`src/rtl/instruction_issue.sv`:
```
// -----------------------------------------------------------------------------
// instruction_issue
//
// Consumer end of the ID->IX interface. Decoded instructions are buffered in a
// small in-order queue. A 32-entry scoreboard tracks registers with a write in
// flight. The queue head is dispatched through a one-entry output slot to one
// of four execution pipes (ALU/MUL/DIV/LSU), each with its own valid/ready.
// Fetch/decode is throttled through a registered stall.
//
// Parameters
//   IQ_DEPTH     issue-queue entries (power of 2, >= 4)
//   STALL_SLACK  entries kept free for instructions already in IFD/ID when
//                the stall goes up
//
// Ports
//   clk_i            clock
//   rst_i            asynchronous reset, active-high
//   wb_do_branch_i   flush: empties the queue and the output slot
//   id_valid_i       decoded instruction present on id_ix_inf_i
//   id_ix_inf_i      decoded instruction fields
//   ix_stall_ifd_o   stall fetch/decode
//   ix_pipe_valid_o  one-hot pipe select of the slot (0 = slot empty)
//   ix_pipe_ready_i  per-pipe accept
//   ix_inf_o         instruction held in the output slot
//   wb_clr_valid_i   per-pipe retirement of a register-writing instruction
//   wb_clr_rd_i      per-pipe retired rd, pipe k on bits [5k+4:5k]
//
// Configuration
//   SCOREBOARD_BYPASS_EN  when defined, registers retiring this cycle do not
//                         count as pending for the hazard check, so a consumer
//                         can issue in the same cycle as its producer retires.
// -----------------------------------------------------------------------------
package instruction_issue_pkg;

    localparam int unsigned EXE_PIPE_ID_ALU = 0;
    localparam int unsigned EXE_PIPE_ID_MUL = 1;
    localparam int unsigned EXE_PIPE_ID_DIV = 2;
    localparam int unsigned EXE_PIPE_ID_LSU = 3;

    localparam logic [3:0] EXE_PIPE_INVALID = 4'b0000;

    typedef struct packed {
        logic [31:0] pc;
        logic [31:0] imm;
        logic [4:0]  a1;
        logic [4:0]  a2;
        logic [4:0]  rd;
        logic        register_write;
        logic [3:0]  exe_pipe;  // one-hot by EXE_PIPE_ID_*, 0 = no pipe (e.g. FENCE)
    } id_ix_inf_t;

endpackage

module instruction_issue
    import instruction_issue_pkg::*;
#(
    parameter int unsigned IQ_DEPTH    = 4,
    parameter int unsigned STALL_SLACK = 2
) (
    input  logic        clk_i,
    input  logic        rst_i,
    input  logic        wb_do_branch_i,
    input  logic        id_valid_i,
    input  id_ix_inf_t  id_ix_inf_i,
    output logic        ix_stall_ifd_o,
    output logic [3:0]  ix_pipe_valid_o,
    input  logic [3:0]  ix_pipe_ready_i,
    output id_ix_inf_t  ix_inf_o,
    input  logic [3:0]  wb_clr_valid_i,
    input  logic [19:0] wb_clr_rd_i
);

    localparam int unsigned PtrW = $clog2(IQ_DEPTH);
    localparam int unsigned CntW = PtrW + 1;

    // ---------------------------------------------------------------------
    // State
    // ---------------------------------------------------------------------
    id_ix_inf_t        iq_q [IQ_DEPTH];
    logic [PtrW-1:0]   rd_ptr_q, rd_ptr_d;
    logic [PtrW-1:0]   wr_ptr_q, wr_ptr_d;
    logic [CntW-1:0]   count_q, count_d;
    logic [31:0]       pending_q, pending_d;
    logic [3:0]        slot_valid_q, slot_valid_d;
    id_ix_inf_t        slot_inf_q, slot_inf_d;
    logic              stall_q, stall_d;

    // ---------------------------------------------------------------------
    // Combinational helpers
    // ---------------------------------------------------------------------
    id_ix_inf_t  head;
    logic        head_valid;
    logic        full;
    logic        push;
    logic        pop;
    logic        issue;
    logic        slot_free;
    logic        raw_hazard;
    logic        waw_hazard;
    logic [31:0] clr_mask;
    logic [31:0] set_mask;
    logic [31:0] pend_chk;

    assign head       = iq_q[rd_ptr_q];
    assign head_valid = (count_q != '0);
    assign full       = (count_q == CntW'(IQ_DEPTH));

    // Decode all retirements of this cycle into one register mask.
    always_comb begin
        clr_mask = '0;
        for (int k = 0; k < 4; k++) begin
            if (wb_clr_valid_i[k]) begin
                clr_mask[wb_clr_rd_i[5*k +: 5]] = 1'b1;
            end
        end
    end

`ifdef SCOREBOARD_BYPASS_EN
    assign pend_chk = pending_q & ~clr_mask;
`else
    assign pend_chk = pending_q;
`endif

    // x0 is never a real dependency; the explicit compares keep that true even
    // if a stray clear/set ever touched bit 0.
    assign raw_hazard = ((head.a1 != 5'd0) && pend_chk[head.a1]) ||
                        ((head.a2 != 5'd0) && pend_chk[head.a2]);
    assign waw_hazard = head.register_write && (head.rd != 5'd0) && pend_chk[head.rd];

    // The slot can take a new instruction if it is empty or is being
    // accepted this very cycle (back-to-back issue).
    assign slot_free = (slot_valid_q == 4'b0000) ||
                       ((slot_valid_q & ix_pipe_ready_i) != 4'b0000);

    // Nothing is issued during a flush: the slot is emptied next cycle
    // anyway, and issuing would set scoreboard bits that nobody retires.
    assign issue = head_valid && !raw_hazard && !waw_hazard && slot_free && !wb_do_branch_i;
    assign pop   = issue;

    // A push into a full queue is a protocol error; the entry is dropped.
    assign push  = id_valid_i && !full && !wb_do_branch_i;

    // ---------------------------------------------------------------------
    // Next-state logic
    // ---------------------------------------------------------------------
    always_comb begin
        rd_ptr_d     = rd_ptr_q;
        wr_ptr_d     = wr_ptr_q;
        count_d      = count_q;
        slot_valid_d = slot_valid_q;
        slot_inf_d   = slot_inf_q;
        set_mask     = '0;

        if (wb_do_branch_i) begin
            // Any transfer happening this cycle still completes downstream;
            // the pipe squashes it. Only the slot/queue state is dropped.
            rd_ptr_d     = '0;
            wr_ptr_d     = '0;
            count_d      = '0;
            slot_valid_d = 4'b0000;
        end else begin
            if (push) begin
                wr_ptr_d = wr_ptr_q + PtrW'(1);
            end
            if (pop) begin
                rd_ptr_d = rd_ptr_q + PtrW'(1);
            end
            count_d = count_q + CntW'(push) - CntW'(pop);

            if (issue) begin
                // A pipe-less instruction is consumed here and never shown.
                slot_valid_d = head.exe_pipe;
                if (head.exe_pipe != EXE_PIPE_INVALID) begin
                    slot_inf_d = head;
                    if (head.register_write && (head.rd != 5'd0)) begin
                        set_mask[head.rd] = 1'b1;
                    end
                end
            end else if (slot_free) begin
                slot_valid_d = 4'b0000;
            end
        end

        // Set after clear: a new producer of a register that retires in the
        // same cycle keeps it pending.
        pending_d = (pending_q & ~clr_mask) | set_mask;

        stall_d = (32'(count_d) >= (IQ_DEPTH - STALL_SLACK));
    end

    // ---------------------------------------------------------------------
    // Registers
    // ---------------------------------------------------------------------
    always_ff @(posedge clk_i or posedge rst_i) begin
        if (rst_i) begin
            rd_ptr_q     <= '0;
            wr_ptr_q     <= '0;
            count_q      <= '0;
            pending_q    <= '0;
            slot_valid_q <= 4'b0000;
            slot_inf_q   <= '0;
            stall_q      <= 1'b0;
        end else begin
            rd_ptr_q     <= rd_ptr_d;
            wr_ptr_q     <= wr_ptr_d;
            count_q      <= count_d;
            pending_q    <= pending_d;
            slot_valid_q <= slot_valid_d;
            slot_inf_q   <= slot_inf_d;
            stall_q      <= stall_d;
        end
    end

    // Queue storage carries no reset; entries are only read while counted.
    always_ff @(posedge clk_i) begin
        if (push) begin
            iq_q[wr_ptr_q] <= id_ix_inf_i;
        end
    end

    // ---------------------------------------------------------------------
    // Outputs
    // ---------------------------------------------------------------------
    assign ix_pipe_valid_o = slot_valid_q;
    assign ix_inf_o        = slot_inf_q;
    assign ix_stall_ifd_o  = stall_q;

    // ---------------------------------------------------------------------
    // Protocol checks
    // ---------------------------------------------------------------------
`ifndef SYNTHESIS
    iq_overflow_a: assert property (@(posedge clk_i) disable iff (rst_i)
        !(id_valid_i && !wb_do_branch_i && full));

    slot_onehot_a: assert property (@(posedge clk_i) disable iff (rst_i)
        $onehot0(ix_pipe_valid_o));
`endif

endmodule
```
`config.mk`:
```
export PLATFORM = sky130hd
export DESIGN_NAME = instruction_issue
export DESIGN_NICKNAME = d
export VERILOG_FILES = /design/src/rtl/instruction_issue.sv
export SDC_FILE = /design/constraint.sdc
export NUM_CORES = 1
export LEC_CHECK = 0
export BUFFER_PORTS_ARGS = -buffer_cell sky130_fd_sc_hd__buf_2
export CORE_UTILIZATION = 50
export CTS_CLUSTER_DIAMETER = 60
export DETAILED_ROUTE_END_ITERATION = 8
export PLACE_DENSITY = 0.71
export SLEW_MARGIN = 20
export SYNTH_ARGS = -nofsm -noshare
export SYNTH_HDL_FRONTEND = slang
export SYNTH_SLANG_ARGS = --single-unit
```
`constraint.sdc`:
```
create_clock -name clk_i -period 3.7 [get_ports clk_i]
set_input_delay 0.37 -clock clk_i [delete_from_list [all_inputs] [get_ports clk_i]]
set_output_delay 0.37 -clock clk_i [all_outputs]
set_load 0.02 [all_outputs]
```
==> results of run 1 <==
area by class of cell:
cell class,instances,area (µm²)
multi-input cells,523,5570
flip-flops and latches,463,13300
well taps,504,631
inverters,13,52.6
clock inverters,18,155
clock buffers,68,1350
repair buffers,251,1530
fillers,2786,14400
diodes,5,12.5
synth_stat cells, types with 4 or more instances:
| library cell | count |
|---|---|
| a221oi_1 | 26 |
| ha_1 | 6 |
| o22ai_1 | 27 |
| mux2_2 | 69 |
| or3b_2 | 4 |
| nand3b_1 | 11 |
| o31ai_1 | 32 |
| nand4_1 | 9 |
| nand3_1 | 9 |
| nor2_1 | 30 |
| mux2_4 | 15 |
| and2_1 | 7 |
| mux4_2 | 90 |
| edfxtp_1 | 336 |
| nand2b_1 | 4 |
| nor3b_1 | 10 |
| clkbuf_1 | 35 |
| a21oi_1 | 10 |
| and3_1 | 4 |
| mux2i_1 | 41 |
| a22o_1 | 8 |
| nor2b_1 | 6 |
| buf_2 | 15 |
| nand2_1 | 56 |
| dfrtp_1 | 127 |
| and3b_1 | 6 |
| o211ai_1 | 5 |
| inv_1 | 13 |
layout by cell type (no fill, tap or decap), types with 5 or more instances in the layout:
cell type and count:
clkbuf_8 5, nand3_1 9, diode_2 5, nor2b_1 5, mux2_4 15, buf_4 31, clkbuf_16 49, inv_1 10
and3b_1 6, a221oi_1 26, mux2i_1 40, dfrtp_1 125, mux2_2 69, nand4_1 9, o22ai_1 27, buf_12 11
nand2_1 56, o211ai_1 5, clkinv_2 10, nor3b_1 9, edfxtp_1 336, o31ai_1 31, a22o_1 8, buf_2 204
mux4_2 90, nor2_1 29, nand3b_1 11, clkbuf_1 14, a21oi_1 9
stage by stage:
| step | hold slack [ns] | instance area, µm² | std cells |
|---|---|---|---|
| 4_1_cts | 0.00453 | 22400 | 1830 |
| 3_5_place_dp | 0.488 | 20800 | 1738 |
| 5_1_grt | 0.0150 | 22600 | 1840 |
| 3_3_place_gp | 0.483 | 20800 | 1738 |
| 2_1_floorplan | 0.469 | 19000 | 1053 |
| 6_report | 0.0237 | 22600 | 1845 |
final timing paths:
kind	start	endpoint	slack [ns]	cells past startpoint
setup reg to reg	rd_ptr_q[0]	ix_stall_ifd_o	-0.06	15
hold reg to reg	ix_inf_o[22]	ix_inf_o[22]	0.50	1
max in group asynchronous	rst_i	ix_inf_o[33]	2.36	4
hold / removal	id_ix_inf_i[50]	iq_q[0][50]	0.02	1
setup / recovery	rd_ptr_q[0]	ix_stall_ifd_o	-0.06	15
min in group asynchronous	rst_i	ix_inf_o[66]	0.46	4
timing repair:
action	CTS	global route
buffers inserted	5	8
gates cloned	1	2
pin swaps	3	11
endpoints found under the setup margin	3	3
hold buffers	1	0
hold endpoints to repair	66	0
resized for setup	2	17
routing by layer:
metal,track usage [%],share of wire [%],wire [µm]
met5,0,0.16,68
met4,6.46,2.4,1060
met3,6.07,7.8,3410
met1,28.8,39,17200
met2,38.3,50,21900
cells by family after synthesis:
logic type / share of synthesized area, %
XOR/XNOR: 0.138
AO/OA/AOI/OAI: 5.08
flip-flops: 69.9
buffers and inverters: 1.62
AND/OR/NAND/NOR: 4.62
adder cells (fa/ha/maj): 0.501
multiplexers: 18.1
state kept, by name, indices dropped and copies added (netlist names):
register,flops
ix_inf_o,84
count_q,3
iq_q,336
pend_chk,31
wr_ptr_q,2
rd_ptr_q,2
ix_stall_ifd_o,1
ix_pipe_valid_o,4
report_power, final:
| group | switching [mW] | total (mW) | internal (mW) |
|---|---|---|---|
| sequential | 0.471 | 6.85 | 6.38 |
| clock | 1.89 | 4.57 | 2.67 |
| combinational | 2.59 | 4.86 | 2.27 |
==> impl_metrics.ini, run 1 <==
[clock_tree]
path_clk_slew_ns = 0.06
cts_tree = yes
clock_sinks = 463
numCtsBuffers = 46
clockBufferDepth = 3
ctsHtreeMaxLevel = 2
clk_latency_ns = 0.56
cts-root-buf = clkbuf_16

[grt]
grt_pass1_vias = 11108
grt.overflow.total = 0
gr-usage-all-layers_pct = 22.6
grt_pass1_wl_um = 65800
grt_max_degree = 70
antenna_found_initial = 11

[logic_synthesis]
ys.flop_type = edfxtp_1
netlist_area_um2 = 19000
synth_warnings = 0
yosysTopAreaCell = edfxtp_1
synth_nets = 1176
synth_top_cell_area_share_pct = 53.2
netlist_instances = 1053
postSynthAreaPerCell_um2 = 18.0
synth_edf_count = 336
synth-seq-cells = 463
ys_top_cells_by_area = edfxtp_1 (53%), dfrtp_1 (17%), mux4_2 (11%)
synth.yosys.seq_area_share_pct = 69.9
synth_cell_types = 49
async_flop_share_pct = 27.4

[detailed_routing]
drt_iter0_drc = 955
drt-pass1-iter-count = 6
dr_total_vias = 10761
routed_wl_um = 43600
remaining_drc_errors = 0
viasPerCell = 5.83
ant_nets = 0
post_drt_wl_per_cell_um = 23.6

[setup_path]
required_ns = 4.12
crit_buf_inv = 3
crit_type = register to register
cp_top_family = multiplexers
worstPathMaxFanout = 8
critPathCaptureType = register
arrival_ns = 4.18
slowest_stage = mux4_2
cpPeakStageDelay_ns = 0.57
path_cells = mux4_2 -> buf_8 -> mux2i_1 -> mux2i_1 -> o211ai_1 -> nand4_1 -> a2111oi_4 -> and3_4 -> ha_4 -> inv_2 -> ha_4 -> inv_2 -> fa_2 -> xnor2_2 -> a21oi_1
start_kind = register

[placement]
dpl.hpwl_um = 28000
place.gp.congestion = 0.911
portBuffers = 204
place_ws_ns = -0.0734

[die]
fp.coreArea_um2 = 37000
die_w_um = 197
io_pins = 205
start_util_pct = 51.3
die_h_um = 197
die_area_um2 = 38700
core.rowCount = 70

[pwr]
total_power_mw = 16.3
power.density_nw_per_um2 = 721
ir_drop_mv = 0.551
p_leak_nw = 8.24

[final_layout]
post-route-util_pct = 61.1
area_delta_synth_final_pct = 18.9
drive_above_1_share_pct = 39.2
fin_nets = 1421

[sta]
period_needed_ns = 3.76
report.final.slew_viol_count = 0
setup_viol = 3
hold_viol = 0
timing.final.crit_share_pct = 102
tightest_slew_ns = 1.10
setup_tns_ns = -0.104
maxSlewHeadroom_pct = 26.7
rsz0062_at_grt = yes
skew_ns = 0.0286
layout_setup_ws_ns = -0.0559
clock.fmax_mhz = 266

[run]
maxCapViolCount = 0

[hold_path]
hold_class = input pin to register

[outcome]
failed_checks = setup timing
status = finished with violations
(Power assumes the default switching activity.)
==> run 2: changes to the inputs <==
Settings changed: SETUP_SLACK_MARGIN set to 0.02.
==> impl_metrics.ini, run 2 (same netlist as run 1, synthesis figures left out) <==
[pwr]
total_power_mw = 16.3
power.density_nw_per_um2 = 720
p_leak_nw = 8.23
ir_drop_mv = 0.547

[setup_path]
cp_top_family = multiplexers
r2r_slack_ns = -0.06
required_ns = 4.12
cp.depth = 15
reg2regPathDepth = 15
slowest_stage = mux4_2
path_cells = mux4_2 -> buf_8 -> mux2i_1 -> mux2i_1 -> o211ai_1 -> nand4_1 -> a2111oi_4 -> and3_4 -> ha_4 -> inv_2 -> ha_4 -> inv_2 -> fa_2 -> xnor2_2 -> a21oi_1
critPathCaptureType = register
crit_buf_inv = 3
cpPeakStageDelay_ns = 0.57
reg2reg_from = rd_ptr_q[0]
worstPathMaxFanout = 8
crit_type = register to register
start_kind = register
timing.rr.end = ix_stall_ifd_o
arrival_ns = 4.18
cp-startpoint = rd_ptr_q[0]
crit_end = ix_stall_ifd_o

[die]
die_h_um = 197
fp.coreArea_um2 = 37000
die_area_um2 = 38700
io_pins = 205
core.rowCount = 70
die_w_um = 197
start_util_pct = 51.3

[grt]
gr-usage-all-layers_pct = 22.7
grt.overflow.total = 0
antenna_found_initial = 11
grt_max_degree = 70
grt_pass1_wl_um = 65900
grt_pass1_vias = 11111

[final_layout]
fin_nets = 1421
largest_register_ffs = 336
fill_cells = 2784
stdcell_count = 1845
layout_commonest_cell = edfxtp_1
final_cell_mix = edfxtp_1 (336), buf_2 (204), dfrtp_1 (125)
top_register = iq_q
drive_above_1_share_pct = 39.4
area_delta_synth_final_pct = 19.0
post-route-cell-area_um2 = 22600

[detailed_routing]
routed_wl_um = 43600
drt-pass1-iter-count = 5
dr_total_vias = 10735
ant_nets = 0
remaining_drc_errors = 0
post_drt_wl_per_cell_um = 23.7
viasPerCell = 5.82
drt_iter0_drc = 949

[clock_tree]
cts-root-buf = clkbuf_16
numCtsBuffers = 46
clockBufferDepth = 3
clock_sinks = 463
clk_latency_ns = 0.56
cts_tree = yes
path_clk_slew_ns = 0.06
ctsHtreeMaxLevel = 2

[sta]
skew_ns = 0.0280
clock.fmax_mhz = 266
holdWs_ns = 0.0234
layout_setup_ws_ns = -0.0616
setup_viol = 3
report.final.slew_viol_count = 0
maxSlewHeadroom_pct = 25.7
tightest_slew_ns = 1.11
rsz0062_at_grt = yes
hold_viol = 0
timing.final.crit_share_pct = 102
period_needed_ns = 3.76

[placement]
dpl.hpwl_um = 28000
portBuffers = 204
place_inst = 1738
place.gp.congestion = 0.911
place_ws_ns = -0.0734
place_area_um2 = 20800

[run]
maxCapViolCount = 0

[outcome]
status = finished with violations
failed_checks = setup timing

[hold_path]
hold_class = input pin to register
==> run 2: cell count changes in the layout (fill, tap and decap cells not counted) <==
| cell | previous run | this run |
|---|---|---|
| mux2i_1 | 40 | 38 |
| mux2i_2 | 1 | 3 |
==> run 2: metal layers <==
| layer | track usage (%) | up-vias | share of wire, % |
|---|---|---|---|
| met5 | 0 | - | 0.16 |
| met4 | 6.46 | 12 | 2.3 |
| met3 | 6.07 | 80 | 8.0 |
| met2 | 38.3 | 391 | 50 |
| met1 | 28.9 | 5478 | 39 |
| li1 | - | 4774 | - |
==> run 2: cell type report <==
cell class	instances	area, µm²	share of cell area [%]
Tap cell	504	631	2.79
Sequential cell	463	13300	58.8
Antenna cell	5	12.5	0.0554
Timing Repair Buffer	251	1530	6.79
Inverter	13	52.6	0.233
Clock buffer	68	1350	5.97
Multi-Input combinational cell	523	5570	24.7
Clock inverter	18	155	0.687
==> run 2: power by group <==
part	switching, mW	internal, mW
Combinational	2.58	2.27
Sequential	0.470	6.38
Clock	1.89	2.67
Total	4.94	11.3
==> run 2: worst min-delay path by stage <==
stage,slack (ns),from,to,cells after the start
5_1_grt,0.02,id_ix_inf_i[44],iq_q[2][44],1
2_1_floorplan,0.47,id_ix_inf_i[0],iq_q[0][0],0
6_report,0.02,id_ix_inf_i[50],iq_q[0][50],1
3_3_place_gp,0.48,ix_inf_o[14],ix_inf_o[14],1
4_1_cts,0.005,id_ix_inf_i[7],iq_q[3][7],1
3_5_place_dp,0.49,ix_inf_o[43],ix_inf_o[43],1
==> run 2: through the flow <==
step / setup TNS, ns / utilization, %
finish: -0.122 / 61.1
global route: -0.462 / 61.1
CTS: -0.0252 / 60.6
detailed placement: -0.153 / 56.3
global placement: 0 / 56.3
floorplan: 0 / -
==> run 2: repair_timing <==
action / 4_1_cts / 5_1_grt
hold buffers: 1 / 0
gates resized for setup: 3 / 18
gates cloned: 1 / 2
pin swaps: 3 / 10
endpoints found under the hold margin: 66 / 0
buffers inserted: 5 / 7
setup endpoints to repair: 3 / 6
